[src/rtl/perf_counter_bank.sv]
// perf_counter_bank: parametrised bank of event counters with preload,
// whole-bank snapshot into shadow registers, sticky overflow flags and a
// registered one-cycle read port that freezes while the pipeline stalls.
//
// Port behaviour: there is no valid/ready handshake. A read or write is
// accepted in any cycle where its enable is high and stall is low; anything
// presented during stall is dropped, never deferred. rd_data changes only
// on an accepted read and otherwise holds.
module perf_counter_bank #(
  parameter int NUM_CNT   = 4,
  parameter int CNT_WIDTH = 32
) (
  input  logic               CLK,
  input  logic               reset,
  input  logic               stall,
  input  logic [NUM_CNT-1:0] event_inc,
  input  logic               clr_all,
  input  logic               snap,
  input  logic               rd_en,
  input  logic [4:0]         rd_addr,
  output logic [31:0]        rd_data,
  input  logic               wr_en,
  input  logic [3:0]         wr_addr,
  input  logic [31:0]        wr_data,
  output logic [NUM_CNT-1:0] ovf
);

  logic [CNT_WIDTH-1:0] cnt_q    [NUM_CNT];
  logic [CNT_WIDTH-1:0] cnt_d    [NUM_CNT];
  logic [CNT_WIDTH-1:0] shadow_q [NUM_CNT];
  logic [CNT_WIDTH-1:0] shadow_d [NUM_CNT];
  logic [NUM_CNT-1:0]   ovf_q;
  logic [NUM_CNT-1:0]   ovf_d;
  logic [31:0]          rd_data_q;
  logic [31:0]          rd_data_d;
  logic [31:0]          rd_val;
  logic                 rd_accept;
  logic                 wr_accept;

  // Only the low CNT_WIDTH bits of the preload value are stored.
  logic unused_wr_data;
  assign unused_wr_data = ^wr_data;

  assign rd_accept = rd_en & ~stall;
  assign wr_accept = wr_en & ~stall;

  // Next counter, overflow and shadow state: clear beats write beats increment.
  always_comb begin
    for (int i = 0; i < NUM_CNT; i++) begin
      cnt_d[i]    = cnt_q[i];
      ovf_d[i]    = ovf_q[i];
      // Snapshot always takes the pre-edge live value.
      shadow_d[i] = snap ? cnt_q[i] : shadow_q[i];
      if (clr_all) begin
        cnt_d[i] = '0;
        ovf_d[i] = 1'b0;
      end else if (wr_accept && (int'(wr_addr) == i)) begin
        cnt_d[i] = wr_data[CNT_WIDTH-1:0];
        ovf_d[i] = 1'b0;
      end else if (event_inc[i]) begin
        cnt_d[i] = cnt_q[i] + 1'b1;
        if (&cnt_q[i]) begin
          ovf_d[i] = 1'b1;
        end
      end
    end
  end

  // Read mux over pre-edge state; out-of-range indices read as zero.
  always_comb begin
    rd_val = '0;
    for (int i = 0; i < NUM_CNT; i++) begin
      if (int'(rd_addr[3:0]) == i) begin
        rd_val = rd_addr[4] ? 32'(shadow_q[i]) : 32'(cnt_q[i]);
      end
    end
    rd_data_d = rd_accept ? rd_val : rd_data_q;
  end

  // State registers with synchronous reset.
  always_ff @(posedge CLK) begin
    if (reset) begin
      for (int i = 0; i < NUM_CNT; i++) begin
        cnt_q[i]    <= '0;
        shadow_q[i] <= '0;
      end
      ovf_q     <= '0;
      rd_data_q <= '0;
    end else begin
      for (int i = 0; i < NUM_CNT; i++) begin
        cnt_q[i]    <= cnt_d[i];
        shadow_q[i] <= shadow_d[i];
      end
      ovf_q     <= ovf_d;
      rd_data_q <= rd_data_d;
    end
  end

  assign rd_data = rd_data_q;
  assign ovf     = ovf_q;

endmodule
[config.mk]
export PLATFORM = sky130hd
export DESIGN_NAME = perf_counter_bank
export DESIGN_NICKNAME = d
export VERILOG_FILES = /design/src/rtl/perf_counter_bank.sv
export SDC_FILE = /design/constraint.sdc
export NUM_CORES = 1
export LEC_CHECK = 0
export BUFFER_PORTS_ARGS = -buffer_cell sky130_fd_sc_hd__buf_2
export CORE_ASPECT_RATIO = 1.75
export CORE_MARGIN = 1.5
export CORE_UTILIZATION = 55
export CTS_CLUSTER_DIAMETER = 100
export DETAILED_ROUTE_END_ITERATION = 10
export PLACE_DENSITY = 0.76
export SLEW_MARGIN = 40
export SYNTH_ARGS = -nofsm -noshare
export SYNTH_HDL_FRONTEND = slang
export SYNTH_SLANG_ARGS = --single-unit
[constraint.sdc]
create_clock -name CLK -period 1.8 [get_ports CLK]
set_clock_uncertainty 0.1 [all_clocks]
set_input_delay 0.27 -clock CLK [delete_from_list [all_inputs] [get_ports CLK]]
set_output_delay 0.27 -clock CLK [all_outputs]
set_load 0.05 [all_outputs]
After elaboration in Yosys (flattened, before gate mapping). Memories as Yosys holds them, arrays and structs flattened. Index checks and enable logic that the tools add are counted.

Add/sub/neg operators: 4. Multiplexer cells: 35. Bitwise gates (word level): 11. Reduce and logical (&&, ||, !) cells: 14. Equality and inequality tests: 6.

Operators by type and width (count): $mux 32 (32); $reduce_and 33->1 (4); $add 32x1->32 const B (4); $eq 4x3->1 const B (4); $reduce_or 3->1 (4); $eq 4x2->1 const B (2); $logic_not 4->1 (2); $or 1x1->1 (8); $logic_and 1x1->1 (4); $mux 1 (3); $and 1x1->1 (2); $not 1->1 (1).

Memories: 2. Bits of input ports: 52. Logic and storage cells: 77. Memory bits (writable): 256. Flip-flop bits (word level): 36. Output and inout port bits: 36.

Memories: cnt_q (depth 4, width 32, rd ports 4, clocked after memory_dff 0, wr ports 4, RTL line 28) `logic [CNT_WIDTH-1:0] cnt_q [NUM_CNT];`; shadow_q (depth 4, width 32, rd ports 4, clocked after memory_dff 0, wr ports 4, RTL line 30) `logic [CNT_WIDTH-1:0] shadow_q [NUM_CNT];`.

Longest topological paths before layout. Gate-level depths: netlist of run 1.

Depth in word-level cells: 6. Gate-level depth with buffers: 7. Mapped depth without buffers: 6.

Worst setup path before layout of run 1. No wires, ideal clock.

Kind: reg2reg. Start point: mem cnt_q[0][0]. End point: mem cnt_q[0][24]. Buffers on the path: 0. Required time: 1619 ps. Setup slack: -59 ps. Setup time: 81 ps. Cell stages (with the launch flop): 7. Period minus slack after synthesis: 1859 ps. Data arrival time: 1678 ps. Cell sequence: dfxtp_1 > ha_1 > nand4_1 > nor4_2 > nand2_1 > xor2_1 > a211oi_2.

RTL lines (RTL line): start, declared (28).

==> metrics.md, run 1 <==
| Metric | Value |
|---|---|
| Outcome | `finished clean` |
| Yosys reg bits | `~300` |
| Placed Instances | `1922` |
| Tmin final | `1780 ps` |
| Initial antenna violation count | `0` |
| R2R cell count | `7` |
| RSZ-0062 raised after global routing | `true` |
| Layout area overhead | `22.8%` |
| Crit path max-delay cell type | `dfxtp_2` |
| Hold path depth | `3` |
| Number of global-route vias before repair | `12500` |
| Clk slew on worst S/H paths | `60 ps` |
| Commonest cells after routing, fill and taps aside | `dfxtp_1 (280), nor2_1 (195), mux2i_1 (164)` |
| Worst Hold Class | `primary input to register` |
| DRC viols | `0` |
| Yosys cell types | `44` |
| Detailed placement HPWL | `about 31 mm` |
| Crit Path Category | `register to register` |
| CTS buffer count | `28` |
| Syn. warnings | `0` |
| Initial core utilization | `56.3%` |
| Gr usage total | `32.1%` |
| H-tree lvl count | `1` |
| CTS tree | `done` |
| Max VDD drop | `about 750 uV` |
| Final hold viol count | `0` |
| Die width | `125 um` |
| Post-synth EDFFs | `0` |
| Max-cap violations | `0` |
| Share of the yosys chip area belonging to registers | `roughly 41%` |
| Share of cells above drive strength 1 | `26.1%` |
| Synth Cell Area | `0.0143 sq mm` |
| Die area | `between 0.02 and 0.03 sq mm` |
| Fin util | `approximately 69%` |
| Post-synth top flop | `dfxtp_1` |
| Area share of the largest cell type after synthesis | `about 40%` |
| Critical Path Max Stage Delay | `370 ps` |
| Most common cell after layout, fill and taps aside | `dfxtp_1` |
| Fin crit share | `98.6%` |
| Clock Path Buffers | `3` |
| Max FO, Critical Path | `5` |
| Core Area | `0.0254 sq mm` |
| Die H | `approximately 220 um` |
| Vias/cell | `6.22` |
| # IOs | `88` |
| Detail Route Antenna Nets | `0` |
| Port buffer count | `87` |
| Row cnt | `77` |
| Clk_lat worst skew | `roughly 560 ps` |
| Cell Chain, Critical Path | `ha_1 -> nand2_2 -> nor3_4 -> buf_2 -> nand4_1 -> xor2_1 -> o22ai_1` |
| Worst hold slack | `11.6 ps` |
| Final std cells w/o fill | `2004` |
| Critical Path Sink Type | `register` |
| Total wire length | `approximately 44 mm` |
| Fin. max-slew vios | `0` |
| Critical Path Start Type | `register` |
| Lkg Pwr | `6.89 nW` |
| # diodes | `0` |
| # fillers | `1890` |
| Max Freq | `0.563 GHz` |
| First-pass GRT wire length | `67.8 mm` |
| Setup-failing EPs final | `0` |
| DR iter-0 viols | `1020` |
| Clk sink count | `approximately 300` |
| DR pass1 iterations | `5` |
| Design Area, Final | `0.0176 sq mm` |
| Top post-synthesis cells by area | `dfxtp_1 (41%), mux2i_1 (11%), mux4_2 (10%)` |
| Vias | `12500` |
| Worst slew margin | `61.7%` |
| CTS Root Cell | `clkbuf_16` |
| Post-Syn Instances | `1465` |
| Ys async rst share | `0%` |
| Placement Cell Area | `0.0162 sq mm` |
| Routed wire per std cell | `21.9 um` |
| Synthesized net count | `about 1500` |
| Nets | `1726` |
| Worst slew pin tran | `574 ps` |
| Total congestion overflow | `0` |
| Placer congestion estimate | `0.947` |
| Pwr dens | `753 mW/mm^2` |
| CP arrival | `2100 ps` |
| Dominant cell type by area after synthesis | `dfxtp_1` |
| Largest net degree at the start of global routing | `88` |
| WP data required | `2130 ps` |
| Syn_area_per_cell | `9.77 sq um` |
-- Yosys cell counts, drive strengths merged, types with 4 or more instances --
master,instances
o21ai,99
xor2,67
mux4,64
mux2i,164
ha,4
nand2,83
buf,54
o22ai,11
nand4,37
a211oi,50
and3,17
and4,20
dfxtp,292
nor4,17
xnor2,57
nand3,46
inv,9
nor2,198
a21oi,68
nor3,24
and2,11
clkbuf,58
-- cell families (layout without fill, tap and decap cells) --
group | count (synthesis) | after routing | synth area share [%]
and+or+nand+nor | 465 | 465 | 16.3
DFF | 292 | 292 | 40.9
AOI/OAI and AO/OA | 231 | 231 | 9.51
muxes | 228 | 228 | 21.5
xor gates and xnor gates | 124 | 124 | 7.59
buffers and inverters | 121 | 344 | 3.82
adders and majority gates | 4 | 4 | 0.350
-- what timing repair did --
| item | CTS | global route |
|---|---|---|
| endpoints found under the hold margin | 60 | 0 |
| setup buffers | 0 | 1 |
| setup endpoints to repair | 11 | 55 |
| hold buffers | 32 | 0 |
| pin swaps | 2 | 11 |
| gates resized for setup | 7 | 52 |
| cloned | 0 | 1 |
-- worst paths after layout --
kind / start / end / slack [ps]
worst max register to register: cnt_q[1][1] / cnt_q[1][26] / 20
worst min register to register: rd_data[28] / rd_data[28] / 340
worst max-delay path: cnt_q[1][1] / cnt_q[1][26] / 20
worst min-delay path: wr_data[6] / cnt_q[0][6] / 10
-- routing by layer --
metal / GRT usage [%] / vias up / share of wire [%] / routed length [um]
met3: 3.95 / 192 / 5.7 / 2500
met1: 33.2 / 6052 / 34 / 15000
met5: 0 / - / 0 / 0
met4: 29.9 / 0 / 11 / 4820
met2: 56.1 / 549 / 49 / 21700
li1: - / 5670 / - / -
-- flip-flops by register name, summed over array words and instances (netlist names) --
signal	cells
cnt_q	128
shadow_q	128
rd_data	32
ovf	4
-- metrics by stage --
step / total power [mW] / setup WS [ps] / TNS [ps]
2_1_floorplan: 7.14 / -23.3 / -198
6_report: 13.2 / 24.7 / 0
3_3_place_gp: 7.53 / -268 / -7740
5_1_grt: 13.6 / -61.4 / -290
4_1_cts: 13.3 / 8.83 / 0
3_5_place_dp: 7.54 / -273 / -12390
-- cell type report --
class                   count  area [sq um]  share of cell area [%]
clock inverters             4          45.0                   0.256
well taps                 316           395                    2.25
flip-flops and latches    292          5860                    33.3
multi-input cells        1052          8120                    46.2
inverters                   9          33.8                   0.192
clock buffers              44           832                    4.73
repair buffers            287          2290                    13.0
-- worst max-delay path, delay by kind of cell (launching register included) --
family,cells,cell delay [ps]
and+or+nand+nor,3,460
DFF,1,370
buffers and inverters,1,250
adders and majority gates,1,200
xor gates and xnor gates,1,180
AOI/OAI and AO/OA,1,80
-- report_power, final --
group          internal, mW  switching [mW]
Clock                  3.29            2.48
Sequential             6.49          0.0230
Combinational         0.399           0.562
(Power assumes the default switching activity.)
==> inputs of run 2 (changes only) <==
--- a/config.mk
+++ b/config.mk
@@ -6,12 +6,12 @@
 export NUM_CORES = 1
 export LEC_CHECK = 0
 export BUFFER_PORTS_ARGS = -buffer_cell sky130_fd_sc_hd__buf_2
-export CORE_ASPECT_RATIO = 1.75
 export CORE_MARGIN = 1.5
 export CORE_UTILIZATION = 55
 export CTS_CLUSTER_DIAMETER = 100
 export DETAILED_ROUTE_END_ITERATION = 10
 export PLACE_DENSITY = 0.76
+export REMOVE_ABC_BUFFERS = 1
 export SLEW_MARGIN = 40
 export SYNTH_ARGS = -nofsm -noshare
 export SYNTH_HDL_FRONTEND = slang
==> run 2 against run 1 <==
  * The flow now finishes with violations (negative setup slack)
  * Sequential share of layout area fell by 0.38 points
  * Count of clock-buffer cells in the layout grew 2
  * Via count down 1.9%
  * Cell area rose by 1.3%
  * Critical path type unchanged
  * Critical endpoint is now cnt_q[1][17]
==> metrics.md, run 2 (synthesized netlist as in run 1, its figures left out) <==
| Metric | Value |
|---|---|
| H-tree lvl count | `1 (unchanged)` |
| First-pass GRT wire length | `63.0 mm (-7.1%)` |
| Gr usage total | `29.9% (-2.2 points)` |
| Placed Instances | `1932 (+0.52%)` |
| Clock Path Buffers | `3 (unchanged)` |
| Fin. max-slew vios | `0 (unchanged)` |
| Fin crit share | `102% (+3.5 points)` |
| Tmin final | `1840 ps (+63.9 ps)` |
| Nets | `1729 (+0.17%)` |
| Number of global-route vias before repair | `12000 (-4.0%)` |
| Total congestion overflow | `0 (unchanged)` |
| Fin worst setup slack | `-39.2 ps (-63.9 ps)` |
| Routed wire per std cell | `19.9 um (-9.1%)` |
| CP arrival | `2170 ps (+70 ps)` |
| DRC viols | `0 (unchanged)` |
| Commonest cells after routing, fill and taps aside | `dfxtp_1 (276), nor2_1 (196), mux2i_1 (164)` |
| Worst slew margin | `63.5% (+1.8 points)` |
| Layout area overhead | `24.4%` |
| Outcome | `finished, violations left` |
| Failing checks | `negative setup slack` |
| DR pass1 iterations | `6 (+1)` |
| WP data required | `2130 ps (about the same)` |
| RSZ-0062 raised after global routing | `true` |
| Vias/cell | `6.03 (-3.1%)` |
| Worst hold slack | `16.2 ps (+4.63 ps)` |
| CTS buffer count | `31 (+11%)` |
| Most common cell after layout, fill and taps aside | `dfxtp_1` |
| WP buf/inv | `1 (unchanged)` |
| Delay-heaviest family, CP | `simple AND/OR/NAND/NOR gates` |
| Max FO, Critical Path | `13 (+8)` |
| Vias | `12200 (-1.9%)` |
| Crit Path Category | `register to register` |
| Max VDD drop | `658 uV (-12%)` |
| Max-cap violations | `0 (unchanged)` |
| Cell Chain, Critical Path | `nand4_1 -> nor3_2 -> buf_12 -> nand3_1 -> xor2_1 -> a21oi_1` |
| Clk slew on worst S/H paths | `60 ps (about the same)` |
| CTS tree | `done` |
| Crit path max-delay cell type | `dfxtp_2` |
| DR iter-0 viols | `1074 (+5.3%)` |
| Setup-failing EPs final | `1 (+1)` |
| Critical Path Max Stage Delay | `330 ps (-40 ps)` |
| Final std cells w/o fill | `2028 (+1.2%)` |
| Final hold viol count | `0 (unchanged)` |
| Placer congestion estimate | `0.854 (-9.7%)` |
| Critical Path Sink Type | `register` |
| Core Area | `0.0253 sq mm (-0.42%)` |
| Port buffer count | `87 (unchanged)` |
| Largest net degree at the start of global routing | `97 (+10%)` |
| Initial antenna violation count | `1 (+1)` |
| Die area | `0.0270 sq mm (-0.14%)` |
| Critical Path Start Type | `register` |
| Pwr dens | `765 mW/mm^2 (+1.6%)` |
| Worst Hold Class | `primary input to register` |
| CTS Root Cell | `clkbuf_16` |
| Die H | `164 um (-24%)` |
| Detail Route Antenna Nets | `0 (unchanged)` |
| Lkg Pwr | `6.97 nW (+1.3%)` |
| Clk sink count | `292 (unchanged)` |
| Share of cells above drive strength 1 | `26.7% (+0.63 points)` |
| Worst slew pin tran | `547 ps (-27.8 ps)` |
| Total wire length | `40.4 mm (-8.0%)` |
| Max Freq | `0.544 GHz (-3.5%)` |
| Initial core utilization | `56.5% (+0.24 points)` |
| Row cnt | `58 (-25%)` |
| Final TNS setup | `-39.2 ps (-39.2 ps)` |
| Detailed placement HPWL | `27.4 mm (-13%)` |
| Clk_lat worst skew | `560 ps (about the same)` |
| Die width | `164 um (+32%)` |
| # IOs | `88 (unchanged)` |
-- run 2: cell types whose count changed in the layout (fill, tap and decap cells not counted), moves of 3 or more --
cell,previous run,this run
dfxtp_2,12,15
dfxtp_1,280,276
buf_4,144,141
clkinv_2,3,9
nor3_1,13,17
nor3_2,9,6
buf_12,19,24
buf_6,7,3
-- run 2: final timing paths --
path	to	slack (ps)	cells past startpoint	startpoint
worst max-delay path	cnt_q[1][17]	-40	6	cnt_q[1][5]
worst min-delay path	shadow_q[3][13]	20	3	snap
worst max register to register	cnt_q[1][17]	-40	6	cnt_q[1][5]
worst min register to register	rd_data[16]	350	2	rd_data[16]
-- run 2: where the power goes --
group | total [mW] | internal (mW) | switching, mW
registers | 6.51 | 6.49 | 0.0220
logic | 0.933 | 0.404 | 0.529
clock network | 6.17 | 3.55 | 2.62
total | 13.6 | 10.4 | 3.17
-- run 2: worst register-to-register path, delay by kind of cell, from the launching register on --
kind | cells | cell delay (ps)
flops | 1 | 330
buf+inv | 1 | 210
xor+xnor | 1 | 250
compound gates | 1 | 130
simple gates | 3 | 690
-- run 2: through the flow --
stage	power [mW]	instance area, sq um	setup WS, ps	utilization [%]
after CTS	13.7	17600	7.37	69.5
after global placement	7.49	16200	-284	63.8
after floorplan	6.95	13800	-1050	-
after detailed placement	7.52	16200	-353	63.9
after global routing	14.0	17800	-62.4	70.3
final	13.6	17800	-39.2	70.3
-- run 2: area by class of cell --
cell class	count	area [sq um]
Timing Repair Buffer	287	2360
Inverter	9	33.8
Multi-Input combinational cell	1052	8150
Sequential cell	292	5870
Clock buffer	46	892
Tap cell	330	413
Clock inverter	11	83.8
Antenna cell	1	2.50
Fill cell	1863	7520
-- run 2: repair_timing --
item,in CTS,in global routing
endpoints found under the hold margin,109,0
buffers inserted,1,1
pin swaps,5,11
gates cloned,1,1
endpoints found under the setup margin,23,62
hold buffers,34,0
resized for setup,19,53
-- run 2: routing by layer --
| layer | vias up | global-route usage, % | share of wire (%) | wire length [um] |
|---|---|---|---|---|
| met5 | - | 0 | 0 | 0 |
| met4 | 0 | 14.2 | 4.1 | 1650 |
| met3 | 99 | 4.44 | 7.3 | 2970 |
| met2 | 467 | 48.6 | 47 | 19200 |
| met1 | 5951 | 39.1 | 41 | 16700 |
| li1 | 5704 | - | - | - |
